==> src/rtl/list_pkg.sv <==
// Shared types and header layout for the list packet path (packer and cache).
package list_pkg;

    localparam int DW = 32;
    localparam int FS = 4;
    localparam int BS = 2;

    localparam int HDR_MARK_BIT = 0;
    localparam int HDR_SEQ_LSB  = 1;
    localparam int HDR_SEQ_W    = 8;
    localparam int HDR_CNT_LSB  = 9;
    localparam int HDR_CNT_W    = 3;

    // fill index spans 0..FS-2; keep at least one bit when FS == 2
    localparam int FILL_W = (FS > 2) ? $clog2(FS - 1) : 1;
    localparam int CNT_W  = $clog2(BS + 1);

    typedef logic [DW-1:0]          word_t;
    typedef logic [FS-1:0][DW-1:0]  packet_t;

    // Header word: marker, sequence number, payload count (saturated to the field).
    function automatic word_t make_header(input logic [HDR_SEQ_W-1:0] seq,
                                          input int unsigned n_words);
        word_t                h;
        logic [HDR_CNT_W-1:0] cnt;
        if (n_words > (2**HDR_CNT_W) - 1)
            cnt = '1;
        else
            cnt = n_words[HDR_CNT_W-1:0];
        h = '0;
        h[HDR_MARK_BIT]                = 1'b1;
        h[HDR_SEQ_LSB +: HDR_SEQ_W]    = seq;
        h[HDR_CNT_LSB +: HDR_CNT_W]    = cnt;
        return h;
    endfunction

endpackage

==> src/rtl/list_packer_if.sv <==
// Word-in / packet-out handshake bundle for list_packer.
interface list_packer_if;
    import list_pkg::*;

    word_t   IN;
    logic    i_valid;
    logic    o_ready;
    packet_t OUT;
    logic    o_valid;
    logic    i_ready;

    modport slave  (input  IN, i_valid, i_ready, output o_ready, OUT, o_valid);
    modport master (output IN, i_valid, i_ready, input  o_ready, OUT, o_valid);

endinterface

==> src/rtl/list_packet_fifo.sv <==
// BS-deep packet FIFO; slot 0 is always the head so the output is a plain register.
module list_packet_fifo
    import list_pkg::*;
(
    input  logic    clk,
    input  logic    rst,
    input  logic    push,
    input  packet_t push_data,
    input  logic    pop,
    output logic    full,
    output logic    empty,
    output packet_t head
);

    packet_t            slots_q [BS];
    packet_t            slots_d [BS];
    logic [CNT_W-1:0]   count_q;
    logic [CNT_W-1:0]   count_d;
    logic [CNT_W-1:0]   wr_idx;
    logic               do_push;
    logic               do_pop;

    // Shift toward the head on pop, then write the new packet behind the last valid slot.
    always_comb begin
        slots_d = slots_q;
        count_d = count_q;
        do_pop  = pop  && (count_q != '0);
        do_push = push && (count_q != CNT_W'(BS));
        if (do_pop) begin
            for (int i = 0; i < BS - 1; i++)
                slots_d[i] = slots_q[i+1];
            slots_d[BS-1] = '0;
        end
        wr_idx = count_q - CNT_W'(do_pop);
        if (do_push) begin
            for (int i = 0; i < BS; i++)
                if (wr_idx == CNT_W'(i))
                    slots_d[i] = push_data;
        end
        if (do_push && !do_pop)
            count_d = count_q + CNT_W'(1);
        else if (do_pop && !do_push)
            count_d = count_q - CNT_W'(1);
    end

    // Storage and occupancy registers.
    always_ff @(posedge clk) begin
        if (rst) begin
            count_q <= '0;
            for (int i = 0; i < BS; i++)
                slots_q[i] <= '0;
        end else begin
            count_q <= count_d;
            slots_q <= slots_d;
        end
    end

    assign full  = (count_q == CNT_W'(BS));
    assign empty = (count_q == '0);
    assign head  = slots_q[0];

endmodule

==> src/rtl/list_packer.sv <==
// Groups FS-1 payload words into header-prefixed list packets and queues them.
// Optional: define LIST_PACKER_FLUSH_EN to add i_flush, which commits a partial packet.
module list_packer
    import list_pkg::*;
(
    input logic CLK,
    input logic RESET,
`ifdef LIST_PACKER_FLUSH_EN
    input logic i_flush,
`endif
    list_packer_if.slave bus
);

    logic [FILL_W-1:0]    fill_q, fill_d;
    logic [HDR_SEQ_W-1:0] seq_q, seq_d;
    packet_t              stage_q, stage_d;
    logic [FILL_W:0]      n_words;
    logic                 last_slot;
    logic                 accept;
    logic                 commit;
    logic                 fifo_full;
    logic                 fifo_empty;
    packet_t              fifo_head;
    packet_t              push_pkt;

    assign last_slot   = (fill_q == FILL_W'(FS - 2));
    // Only the word that would complete a packet waits for FIFO space.
    assign bus.o_ready = !RESET && !(fifo_full && last_slot);
    assign accept      = bus.i_valid && bus.o_ready;
    assign n_words     = {1'b0, fill_q} + (FILL_W+1)'(accept);

    // Staging write, commit decision and packet assembly.
    always_comb begin
        fill_d   = fill_q;
        seq_d    = seq_q;
        stage_d  = stage_q;
        push_pkt = '0;
        for (int k = 1; k < FS; k++)
            if (accept && (fill_q == FILL_W'(k - 1)))
                stage_d[k] = bus.IN;
        commit = accept && last_slot;
`ifdef LIST_PACKER_FLUSH_EN
        if (i_flush && !fifo_full && ((fill_q != '0) || accept))
            commit = 1'b1;
`endif
        // slots past the accepted count hold stale data from an older packet
        for (int k = 1; k < FS; k++)
            if (int'(n_words) >= k)
                push_pkt[k] = stage_d[k];
        push_pkt[0] = make_header(seq_q, int'(n_words));
        if (commit) begin
            fill_d = '0;
            seq_d  = seq_q + HDR_SEQ_W'(1);
        end else if (accept) begin
            fill_d = fill_q + FILL_W'(1);
        end
    end

    // Fill index, sequence counter and staging registers.
    always_ff @(posedge CLK) begin
        if (RESET) begin
            fill_q  <= '0;
            seq_q   <= '0;
            stage_q <= '0;
        end else begin
            fill_q  <= fill_d;
            seq_q   <= seq_d;
            stage_q <= stage_d;
        end
    end

    list_packet_fifo u_fifo (
        .clk       (CLK),
        .rst       (RESET),
        .push      (commit),
        .push_data (push_pkt),
        .pop       (bus.o_valid && bus.i_ready),
        .full      (fifo_full),
        .empty     (fifo_empty),
        .head      (fifo_head)
    );

    assign bus.OUT     = fifo_head;
    assign bus.o_valid = !fifo_empty;

endmodule

==> src/flat_wrapper.sv <==
// flat-port wrapper written by rule: the top's interface ports become plain ports
module list_packer_flat import list_pkg::*;
  (CLK, RESET, bus_IN, bus_i_valid, bus_i_ready, bus_o_ready, bus_OUT, bus_o_valid);
  list_packer_if bus_i ();
  input logic CLK;
  input logic RESET;
  input wire logic [$bits(bus_i.IN)-1:0] bus_IN;
  input wire logic [$bits(bus_i.i_valid)-1:0] bus_i_valid;
  input wire logic [$bits(bus_i.i_ready)-1:0] bus_i_ready;
  output wire logic [$bits(bus_i.o_ready)-1:0] bus_o_ready;
  output wire logic [$bits(bus_i.OUT)-1:0] bus_OUT;
  output wire logic [$bits(bus_i.o_valid)-1:0] bus_o_valid;
  assign bus_i.IN = bus_IN;
  assign bus_i.i_valid = bus_i_valid;
  assign bus_i.i_ready = bus_i_ready;
  assign bus_o_ready = bus_i.o_ready;
  assign bus_OUT = bus_i.OUT;
  assign bus_o_valid = bus_i.o_valid;
  list_packer u_core (.CLK(CLK), .RESET(RESET), .bus(bus_i));
endmodule
==> config.mk <==
export PLATFORM = sky130hd
export DESIGN_NAME = list_packer_flat
export DESIGN_NICKNAME = d
export VERILOG_FILES = /design/src/rtl/list_pkg.sv /design/src/rtl/list_packer_if.sv /design/src/rtl/list_packet_fifo.sv /design/src/rtl/list_packer.sv /design/src/flat_wrapper.sv
export SDC_FILE = /design/constraint.sdc
export NUM_CORES = 1
export LEC_CHECK = 0
export ABC_CLOCK_PERIOD_IN_PS = 9200
export CORE_AREA = 4 4 240 148
export CTS_CLUSTER_SIZE = 14
export DETAILED_ROUTE_END_ITERATION = 10
export DIE_AREA = 0 0 244 152
export GPL_TIMING_DRIVEN = 0
export HOLD_SLACK_MARGIN = 0.05
export PLACE_DENSITY = 0.69
export SLEW_MARGIN = 5
export SYNTH_ARGS = -nofsm -noshare
export SYNTH_HDL_FRONTEND = slang
export SYNTH_SLANG_ARGS = --single-unit
==> constraint.sdc <==
create_clock -name CLK -period 9.2 [get_ports CLK]
set_clock_uncertainty 0.15 [all_clocks]
set_input_delay 1.84 -clock CLK [delete_from_list [all_inputs] [get_ports CLK]]
set_output_delay 1.84 -clock CLK [all_outputs]
set_load 0.02 [all_outputs]
==> summary.md, run 1 <==
| Metric | Value |
|---|---|
| Start point of the critical path | RESET |
| Post-CTS Hold Buffers | 0 |
| Width of the die | 244 microns |
| Placeable core region | 0.0333 sq mm |
| Total half-perimeter wirelength after legalization and detailed placement | 35100 microns |
| Worst path buffer plus inverter count | 5 |
| Sequential-to-total area share from yosys stat | 0.471 |
| Max Cap Viol | 0 |
| Cell area after synthesis | 0.0155 sq mm |
| Headroom to the max-slew limit | 0.397 |
| Nature of the critical path endpoint | primary output |
| Wire length of the first global-routing pass | 75100 microns |
| Highest clock rate | 0.148 GHz |
| DRC Markers | 0 |
| Worst reg2reg path endpoint | u_core.u_fifo.slots_q[126] |
| Worst setup path endpoint | bus_o_ready |
| Antenna Violating Nets Remaining | 0 |
| Unrepaired setup endpoints after global routing | false |
| Worst hold-check path type | reg2reg |
| Total congestion overflow after global routing | 0 |
| Latest clock arrival within the worst-skew pair | 0.53 ns |
| Slew Limit Fails | 0 |
| Sequence of cells on the critical path | clkdlybuf4s50_1, clkbuf_1, clkbuf_1, buf_1, a21oi_1, clkdlybuf4s50_1 |
| Post-CTS resize count | 0 |
| Overall routed net length | 48900 microns |
| Status | complete, no violations |
| Pin count of the biggest net entering global routing | 15 |
| Area added between synthesis and finish | 21.8% |
| Number of sinks driven by the clock tree | 364 |
| Die Footprint | 0.0371 sq mm |
| Vias | 13502 |
| RD Place Congestion | 0.944 |
| Final min period | 6.76 ns |
| Pleak | 6.91 nW |
| Layout cells sized above 1 | 0.169 |
| Initial core utilization | 0.464 |
| Buffers from clock root to sink, at most | 3 |
| Global-route usage over all layers | 0.254 |
| Data required, critical path | 7.21 ns |
| Synth warn | 0 |
| Data arrival, critical path | 4.77 ns |
| Port-buffer cells | 165 |
| Cell variety after synth | 44 |
| TritonCTS clock tree | yes |
| NumNets Final | 1938 |
| Register-to-Register Setup Slack | 4.78 ns |
| Gate Count Post-Synth | 1690 |
| Syn Area/Cell | 9.15 sq um |
| Start point of the worst min-delay path | u_core.u_fifo.slots_q[15] |
| Setup Slack @ Placement | 2.50 ns |
| Clock root buffer | sky130_fd_sc_hd__clkbuf_16 |
| Top delay family on crit path | buffers and inverters |
| Buffers inserted during post-CTS setup optimization | 0 |
| Total of fill cells in the finished design | 3041 |
| Top-Level Pins | 166 |
| Synthesized net count | 1736 |
| DRC violation total after the first TritonRoute iteration | 1359 |
| Setup Viol. Count Final | 0 |
| Total stage count of the critical path | 6 |
| Post-route worst setup slack | 2.44 ns |
| Largest stage delay on the critical path | 0.60 ns |
| Seq cells post-synth | 364 |
| Drt wl/cell | 20.6 microns |
| Number of global-route vias before repair | 12955 |
| Detail-routed via count per cell | 5.69 |
| Final Cycle Share | 0.735 |
| Fin Setup TNS | 0 ns |
| Die height | 152 microns |
| R2R cell count | 13 |
| H-tree depth | 2 |
| Setup crit start kind | input pin |
| Number of antenna violations at the first check in global routing | 0 |
| Peak supply drop | 0.104 mV |
| Biggest fanout along the worst timing path | 10 |
| CP Class | in2out |
| TritonCTS buffer count | 35 |
| Clock input transition at the sequential cells of the worst setup and hold paths | 0.07 ns |
| Max stage delay cell, worst path | sky130_fd_sc_hd__buf_1 |
| Pin slew with the least headroom to its limit | 0.900 ns |
| Final count of hold timing violations | 0 |
| Number of rows in the core area | 52 |
| Launch instance of the worst register-to-register path | u_core.u_fifo.count_q[1] |
| Count of TritonRoute iterations in the first routing pass | 6 |
| Power per standard cell area | 184 mW/mm^2 |
==> cell usage after synthesis <==
cell type                   instances  area [sq um]
sky130_fd_sc_hd__dfxtp_1          364          7290
sky130_fd_sc_hd__nand2_1          221           830
sky130_fd_sc_hd__nand3_1          143           716
sky130_fd_sc_hd__buf_4            134          1010
sky130_fd_sc_hd__mux2i_1          129          1290
sky130_fd_sc_hd__nor2_1           116           435
sky130_fd_sc_hd__clkbuf_1          97           364
sky130_fd_sc_hd__a31oi_1           65           407
sky130_fd_sc_hd__o31ai_1           65           488
sky130_fd_sc_hd__a31o_2            57           499
sky130_fd_sc_hd__buf_2             39           195
sky130_fd_sc_hd__nand3b_1          34           255
sky130_fd_sc_hd__o22ai_1           32           200
sky130_fd_sc_hd__o2bb2ai_1         32           280
sky130_fd_sc_hd__or3b_2            32           280
sky130_fd_sc_hd__a21oi_1           24           120
sky130_fd_sc_hd__and3_1            20           125
sky130_fd_sc_hd__a311oi_1          11          96.3
sky130_fd_sc_hd__ha_1              10           125
sky130_fd_sc_hd__inv_1              8          30.0
sky130_fd_sc_hd__xnor2_1            8          70.1
sky130_fd_sc_hd__a31o_1             7          61.3
sky130_fd_sc_hd__buf_1              7          26.3
sky130_fd_sc_hd__nor3_1             5          25.0
sky130_fd_sc_hd__buf_6              3          33.8
sky130_fd_sc_hd__nor4_1             3          18.8
sky130_fd_sc_hd__xor2_1             3          26.3
sky130_fd_sc_hd__inv_2              2          7.51
sky130_fd_sc_hd__nand2b_1           2          12.5
sky130_fd_sc_hd__o21ai_0            2          10.0
sky130_fd_sc_hd__or3_1              2          12.5
sky130_fd_sc_hd__a211o_1            1          8.76
sky130_fd_sc_hd__a21o_1             1          7.51
sky130_fd_sc_hd__a21oi_2            1          8.76
sky130_fd_sc_hd__a21oi_4            1          16.3
sky130_fd_sc_hd__and3b_1            1          8.76
sky130_fd_sc_hd__and4_1             1          8.76
sky130_fd_sc_hd__nand3b_4           1          20.0
sky130_fd_sc_hd__nand4_1            1          6.26
sky130_fd_sc_hd__nand4_2            1          12.5
sky130_fd_sc_hd__nor2b_1            1          6.26
sky130_fd_sc_hd__nor3_2             1          10.0
sky130_fd_sc_hd__o21ai_2            1          8.76
sky130_fd_sc_hd__or2_2              1          6.26
==> sequential cells by signal (all words and copies together) (netlist names) <==
name / cells
u_core.fill_q: 2
u_core.u_fifo.slots_q: 128
u_core.seq_q: 8
u_core.stage_q: 96
u_core.u_fifo.head: 128
u_core.u_fifo.count_q: 2
==> placed cells by master (no fill, tap or decap), types with 2 or more instances in the layout <==
| cell | netlist | final |
|---|---|---|
| sky130_fd_sc_hd__bufinv_16 | 0 | 2 |
| sky130_fd_sc_hd__a31oi_1 | 65 | 65 |
| sky130_fd_sc_hd__clkbuf_8 | 0 | 7 |
| sky130_fd_sc_hd__nor4_1 | 3 | 3 |
| sky130_fd_sc_hd__buf_2 | 39 | 39 |
| sky130_fd_sc_hd__xor2_1 | 3 | 3 |
| sky130_fd_sc_hd__a21oi_1 | 24 | 24 |
| sky130_fd_sc_hd__buf_1 | 7 | 7 |
| sky130_fd_sc_hd__clkinv_2 | 0 | 3 |
| sky130_fd_sc_hd__o22ai_1 | 32 | 32 |
| sky130_fd_sc_hd__inv_1 | 8 | 8 |
| sky130_fd_sc_hd__a31o_1 | 7 | 7 |
| sky130_fd_sc_hd__nand2_1 | 221 | 221 |
| sky130_fd_sc_hd__a311oi_1 | 11 | 11 |
| sky130_fd_sc_hd__ha_1 | 10 | 10 |
| sky130_fd_sc_hd__nand3_1 | 143 | 143 |
| sky130_fd_sc_hd__nor3_1 | 5 | 5 |
| sky130_fd_sc_hd__inv_2 | 2 | 2 |
| sky130_fd_sc_hd__a31o_2 | 57 | 57 |
| sky130_fd_sc_hd__clkbuf_1 | 97 | 105 |
| sky130_fd_sc_hd__or3_1 | 2 | 2 |
| sky130_fd_sc_hd__o2bb2ai_1 | 32 | 32 |
| sky130_fd_sc_hd__o31ai_1 | 65 | 65 |
| sky130_fd_sc_hd__nand3b_1 | 34 | 34 |
| sky130_fd_sc_hd__nand2b_1 | 2 | 2 |
| sky130_fd_sc_hd__and3_1 | 20 | 20 |
| sky130_fd_sc_hd__buf_4 | 134 | 134 |
| sky130_fd_sc_hd__buf_6 | 3 | 3 |
| sky130_fd_sc_hd__xnor2_1 | 8 | 8 |
| sky130_fd_sc_hd__o21ai_0 | 2 | 2 |
| sky130_fd_sc_hd__or3b_2 | 32 | 32 |
| sky130_fd_sc_hd__nor2_1 | 116 | 116 |
| sky130_fd_sc_hd__mux2i_1 | 129 | 129 |
| sky130_fd_sc_hd__clkbuf_16 | 0 | 37 |
| sky130_fd_sc_hd__clkdlybuf4s50_1 | 0 | 165 |
| sky130_fd_sc_hd__dfxtp_1 | 364 | 364 |
==> tightest hold or removal path, delay by kind of cell (launching register included) <==
family	cells	cell delay, ns
flip-flops	1	0.30
AO/OA/AOI/OAI	1	0.05
AND/OR/NAND/NOR	1	0.05
==> how the worst min path moves through the flow <==
stage,endpoint,slack [ns],cells after the start
2_1_floorplan,u_core.u_fifo.slots_q[0],0.27,2
3_3_place_gp,u_core.u_fifo.slots_q[0],0.28,2
3_5_place_dp,u_core.u_fifo.slots_q[0],0.29,2
4_1_cts,u_core.u_fifo.head[15],0.30,2
5_1_grt,u_core.u_fifo.head[24],0.32,2
6_report,u_core.u_fifo.head[15],0.29,2
==> layout make-up <==
| class | count | area (sq um) | area share |
|---|---|---|---|
| repair buffers | 165 | 1650 | 0.0877 |
| clock buffers | 52 | 1050 | 0.0559 |
| clock inverters | 6 | 86.3 | 0.00458 |
| diodes | 1 | 2.50 | 0.000133 |
| plain buffers | 280 | 1630 | 0.0863 |
| multi-input cells | 1036 | 6510 | 0.346 |
| inverters | 10 | 37.5 | 0.00199 |
| well taps | 459 | 574 | 0.0305 |
| flip-flops and latches | 364 | 7290 | 0.387 |
==> layer usage <==
| metal | routed length [microns] | global-route usage | share of wire |
|---|---|---|---|
| met3 | 4900 | 0.0594 | 0.10 |
| met2 | 20600 | 0.372 | 0.42 |
| met5 | 0 | 0 | 0 |
| met1 | 22300 | 0.374 | 0.46 |
| met4 | 1120 | 0.0680 | 0.023 |
==> where the power goes <==
group | internal [W] | leakage [nW] | total, W | switching [W]
registers | 0.00160 | 2.94 | 0.00160 | 0.00000889
logic | 0.000109 | 3.41 | 0.000396 | 0.000287
clock network | 0.000848 | 0.562 | 0.00147 | 0.000618
==> logic make-up (layout without fill, tap and decap cells) <==
| kind of cell | count (synthesis) | count (layout) | share of synthesized area |
|---|---|---|---|
| simple gates | 586 | 586 | 0.180 |
| flops | 364 | 364 | 0.471 |
| compound gates | 300 | 300 | 0.143 |
| buf+inv | 290 | 513 | 0.108 |
| mux | 129 | 129 | 0.0835 |
| xor+xnor | 11 | 11 | 0.00623 |
| fa+ha+maj | 10 | 10 | 0.00809 |
| other cells | 0 | 1 | 0 |
==> per-stage QoR <==
stage | instance area [sq um] | utilization | total power (W) | hold slack, ns | cells
after floorplan | 15500 | - | 0.00186 | 0.273 | 1690
after global placement | 17700 | 0.531 | 0.00202 | 0.283 | 2314
after detailed placement | 17700 | 0.531 | 0.00202 | 0.293 | 2314
after CTS | 18800 | 0.565 | 0.00346 | 0.301 | 2372
after global routing | 18800 | 0.565 | 0.00355 | 0.318 | 2372
final | 18800 | 0.565 | 0.00347 | 0.293 | 2373
Note: power is estimated with default switching activity, not from simulation.
==> run 2: changes to the inputs <==
ABC_CLOCK_PERIOD_IN_PS = 6650   (was 9200)
clock period = 6.65 ns   (was 9.2 ns; I/O delays follow)
==> results of run 2 <==
Same layout as run 1 (identical final DEF). Status: complete, no violations.
Among the figures that moved: setup slack after placement 2.50 ns -> 0.968 ns; setup slack after layout 2.44 ns -> 0.908 ns; register-to-register setup slack 4.78 ns -> 2.23 ns; total power 0.00347 W -> 0.00479 W; worst IR drop on VDD 0.104 mV -> 0.144 mV
==> run 3: changes to the inputs <==
CORE_AREA = 4 4 178 198   (was 4 4 240 148)
DIE_AREA = 0 0 182 202   (was 0 0 244 152)
==> run 3 against run 2 <==
Setup slack lost 0.050 ns. Clock-buffer cell count grew 10. Via count shrank 0.98%. Sequential power is essentially flat. Core utilization grew 0.96 points. Critical endpoint unchanged. Largest power group unchanged.
==> summary.md, run 3 (synthesis results as in run 1) <==
| Metric | Value |
|---|---|
| Area occupied by multi-input gates | 0.00651 sq mm |
| Vias | 13370 |
| Number of standard cells in the final layout excluding fillers | 2357 |
| Port-buffer cells | 165 |
| Pin slew with the least headroom to its limit | 1.05 ns |
| Drt wl/cell | 19.9 microns |
| Post-CTS resize count | 0 |
| Leading cell type in the layout, fill and taps excluded | sky130_fd_sc_hd__dfxtp_1 |
| Worst Hold Path Cells | 2 |
| Switching power | 0.00128 W |
| Buffers inserted during post-CTS setup optimization | 0 |
| TritonCTS buffer count | 38 |
| Part of the power in combinational logic | 0.108 |
| Total half-perimeter wirelength after legalization and detailed placement | 33200 microns |
| Start point of the worst min-delay path | u_core.u_fifo.slots_q[15] |
| Latest clock arrival within the worst-skew pair | 0.53 ns |
| Setup crit start kind | input pin |
| Unrepaired setup endpoints after global routing | false |
| Met2 track demand over resource in global routing | 0.401 |
| H-tree depth | 2 |
| Headroom to the max-slew limit | 0.298 |
| NumNets Final | 1941 |
| R2R cell count | 12 |
| Placed Cells | 2287 |
| Fraction of power consumed by the clock network | 0.446 |
| Number of antenna violations at the first check in global routing | 0 |
| TritonCTS clock tree | yes |
| Area occupied by registers | 0.00729 sq mm |
| Area added between synthesis and finish | 22.7% |
| Placeable core region | 0.0330 sq mm |
| Count of TritonRoute iterations in the first routing pass | 6 |
| Clock root buffer | sky130_fd_sc_hd__clkbuf_16 |
| DRC violation total after the first TritonRoute iteration | 1198 |
| Number of global-route vias before repair | 12992 |
| RD Place Congestion | 0.883 |
| Register-to-Register Setup Slack | 2.41 ns |
| Data required, critical path | 5.17 ns |
| Biggest fanout along the worst timing path | 10 |
| Busiest layer in global routing | met2 |
| Proportion of total power due to net switching | 0.258 |
| Number of rows in the core area | 70 |
| Worst hold-check path type | reg2reg |
| Total congestion overflow after global routing | 0 |
| Buffers from clock root to sink, at most | 3 |
| Layout cells sized above 1 | 0.176 |
| Status | complete, no violations |
| Total of fill cells in the finished design | 2965 |
| Die Footprint | 0.0368 sq mm |
| Clock input transition at the sequential cells of the worst setup and hold paths | 0.06 ns |
| Overall routed net length | 47000 microns |
| Post-CTS Hold Buffers | 0 |
| Most frequent cells in the layout | 364 x sky130_fd_sc_hd__dfxtp_1, 221 x sky130_fd_sc_hd__nand2_1, 165 x sky130_fd_sc_hd__clkdlybuf4s50_1 |
| Wire length of the first global-routing pass | 71900 microns |
| Pleak | 7.00 nW |
| Slew Limit Fails | 0 |
| Final min period | 5.79 ns |
| Width of the die | 182 microns |
| Power per standard cell area | 262 mW/mm^2 |
| Met1 Track Usage GR | 0.313 |
| Nature of the critical path endpoint | primary output |
| Max Cap Viol | 0 |
| Antenna Violating Nets Remaining | 0 |
| Setup Viol. Count Final | 0 |
| Top-Level Pins | 166 |
| Pin count of the biggest net entering global routing | 15 |
| Launch instance of the worst register-to-register path | u_core.u_fifo.count_q[1] |
| Antenna diode count | 0 |
| Final count of hold timing violations | 0 |
| Data arrival, critical path | 4.31 ns |
| Die height | 202 microns |
| Fin Setup TNS | 0 ns |
| Hold Path End | u_core.u_fifo.head[15] |
| CP Class | in2out |
| Share of total power in sequential cells | 0.446 |
| Worst reg2reg path endpoint | u_core.u_fifo.slots_q[55] |
| DRC Markers | 0 |
| Global-route usage over all layers | 0.242 |
| P_int | 0.00369 W |
| Global-route met3 utilization | 0.0446 |
| Final Cycle Share | 0.871 |
| Initial core utilization | 0.468 |
| Highest clock rate | 0.173 GHz |
| Number of sinks driven by the clock tree | 364 |
| Detail-routed via count per cell | 5.67 |
| Peak supply drop | 0.150 mV |
## run 3: cell count changes in the layout (fill, tap and decap cells not counted), sizes merged
cell	delta
diode	-1
clkinv	+2
clkinvlp	+2
inv	-1
bufinv	-1
clkbuf	+10
## run 3: routing by layer
layer | vias to the layer above | share of wire
met5 | - | 0
met4 | 0 | 0.040
met3 | 113 | 0.078
met2 | 592 | 0.46
met1 | 6405 | 0.42
li1 | 6260 | -
## run 3: layout make-up
class	count	area share
Buffer	280	0.0856
Clock buffer	62	0.0661
Clock inverter	8	0.00369
Inverter	10	0.00198
Multi-Input combinational cell	1036	0.343
Sequential cell	364	0.384
Tap cell	432	0.0285
Timing Repair Buffer	165	0.0870
## run 3: worst max path at each step
stage,endpoint,startpoint,cells after the start
after detailed placement,bus_o_ready,RESET,6
after floorplan,bus_o_ready,RESET,4
after global placement,bus_o_ready,RESET,6
after CTS,bus_o_ready,RESET,6
final,bus_o_ready,RESET,6
after global routing,bus_o_ready,RESET,6
## run 3: power by group through the flow
stage / Sequential (W) / Combinational, W / Clock, W
after floorplan: 0.00226 / 0.000312 / 0
after global placement: 0.00227 / 0.000519 / 0
after detailed placement: 0.00227 / 0.000525 / 0
after global routing: 0.00222 / 0.000562 / 0.00232
final: 0.00222 / 0.000537 / 0.00222
after CTS: 0.00222 / 0.000529 / 0.00223
## run 3: critical path: stages
cell and delay (ns):
sky130_fd_sc_hd__clkdlybuf4s50_1 0.54, sky130_fd_sc_hd__clkbuf_1 0.57, sky130_fd_sc_hd__clkbuf_1 0.60, sky130_fd_sc_hd__buf_1 0.55, sky130_fd_sc_hd__a21oi_1 0.13, sky130_fd_sc_hd__clkdlybuf4s50_1 0.58
## run 3: stage by stage
stage	util	hold WS, ns	instance area, sq um	worst slack [ns]	total power, W
after floorplan	-	0.273	15500	2.85	0.00258
after global placement	0.535	0.280	17700	0.956	0.00279
after detailed placement	0.535	0.287	17700	0.968	0.00279
after CTS	0.575	0.297	19000	0.962	0.00498
after global routing	0.575	0.314	19000	0.833	0.00511
final	0.575	0.299	19000	0.858	0.00497
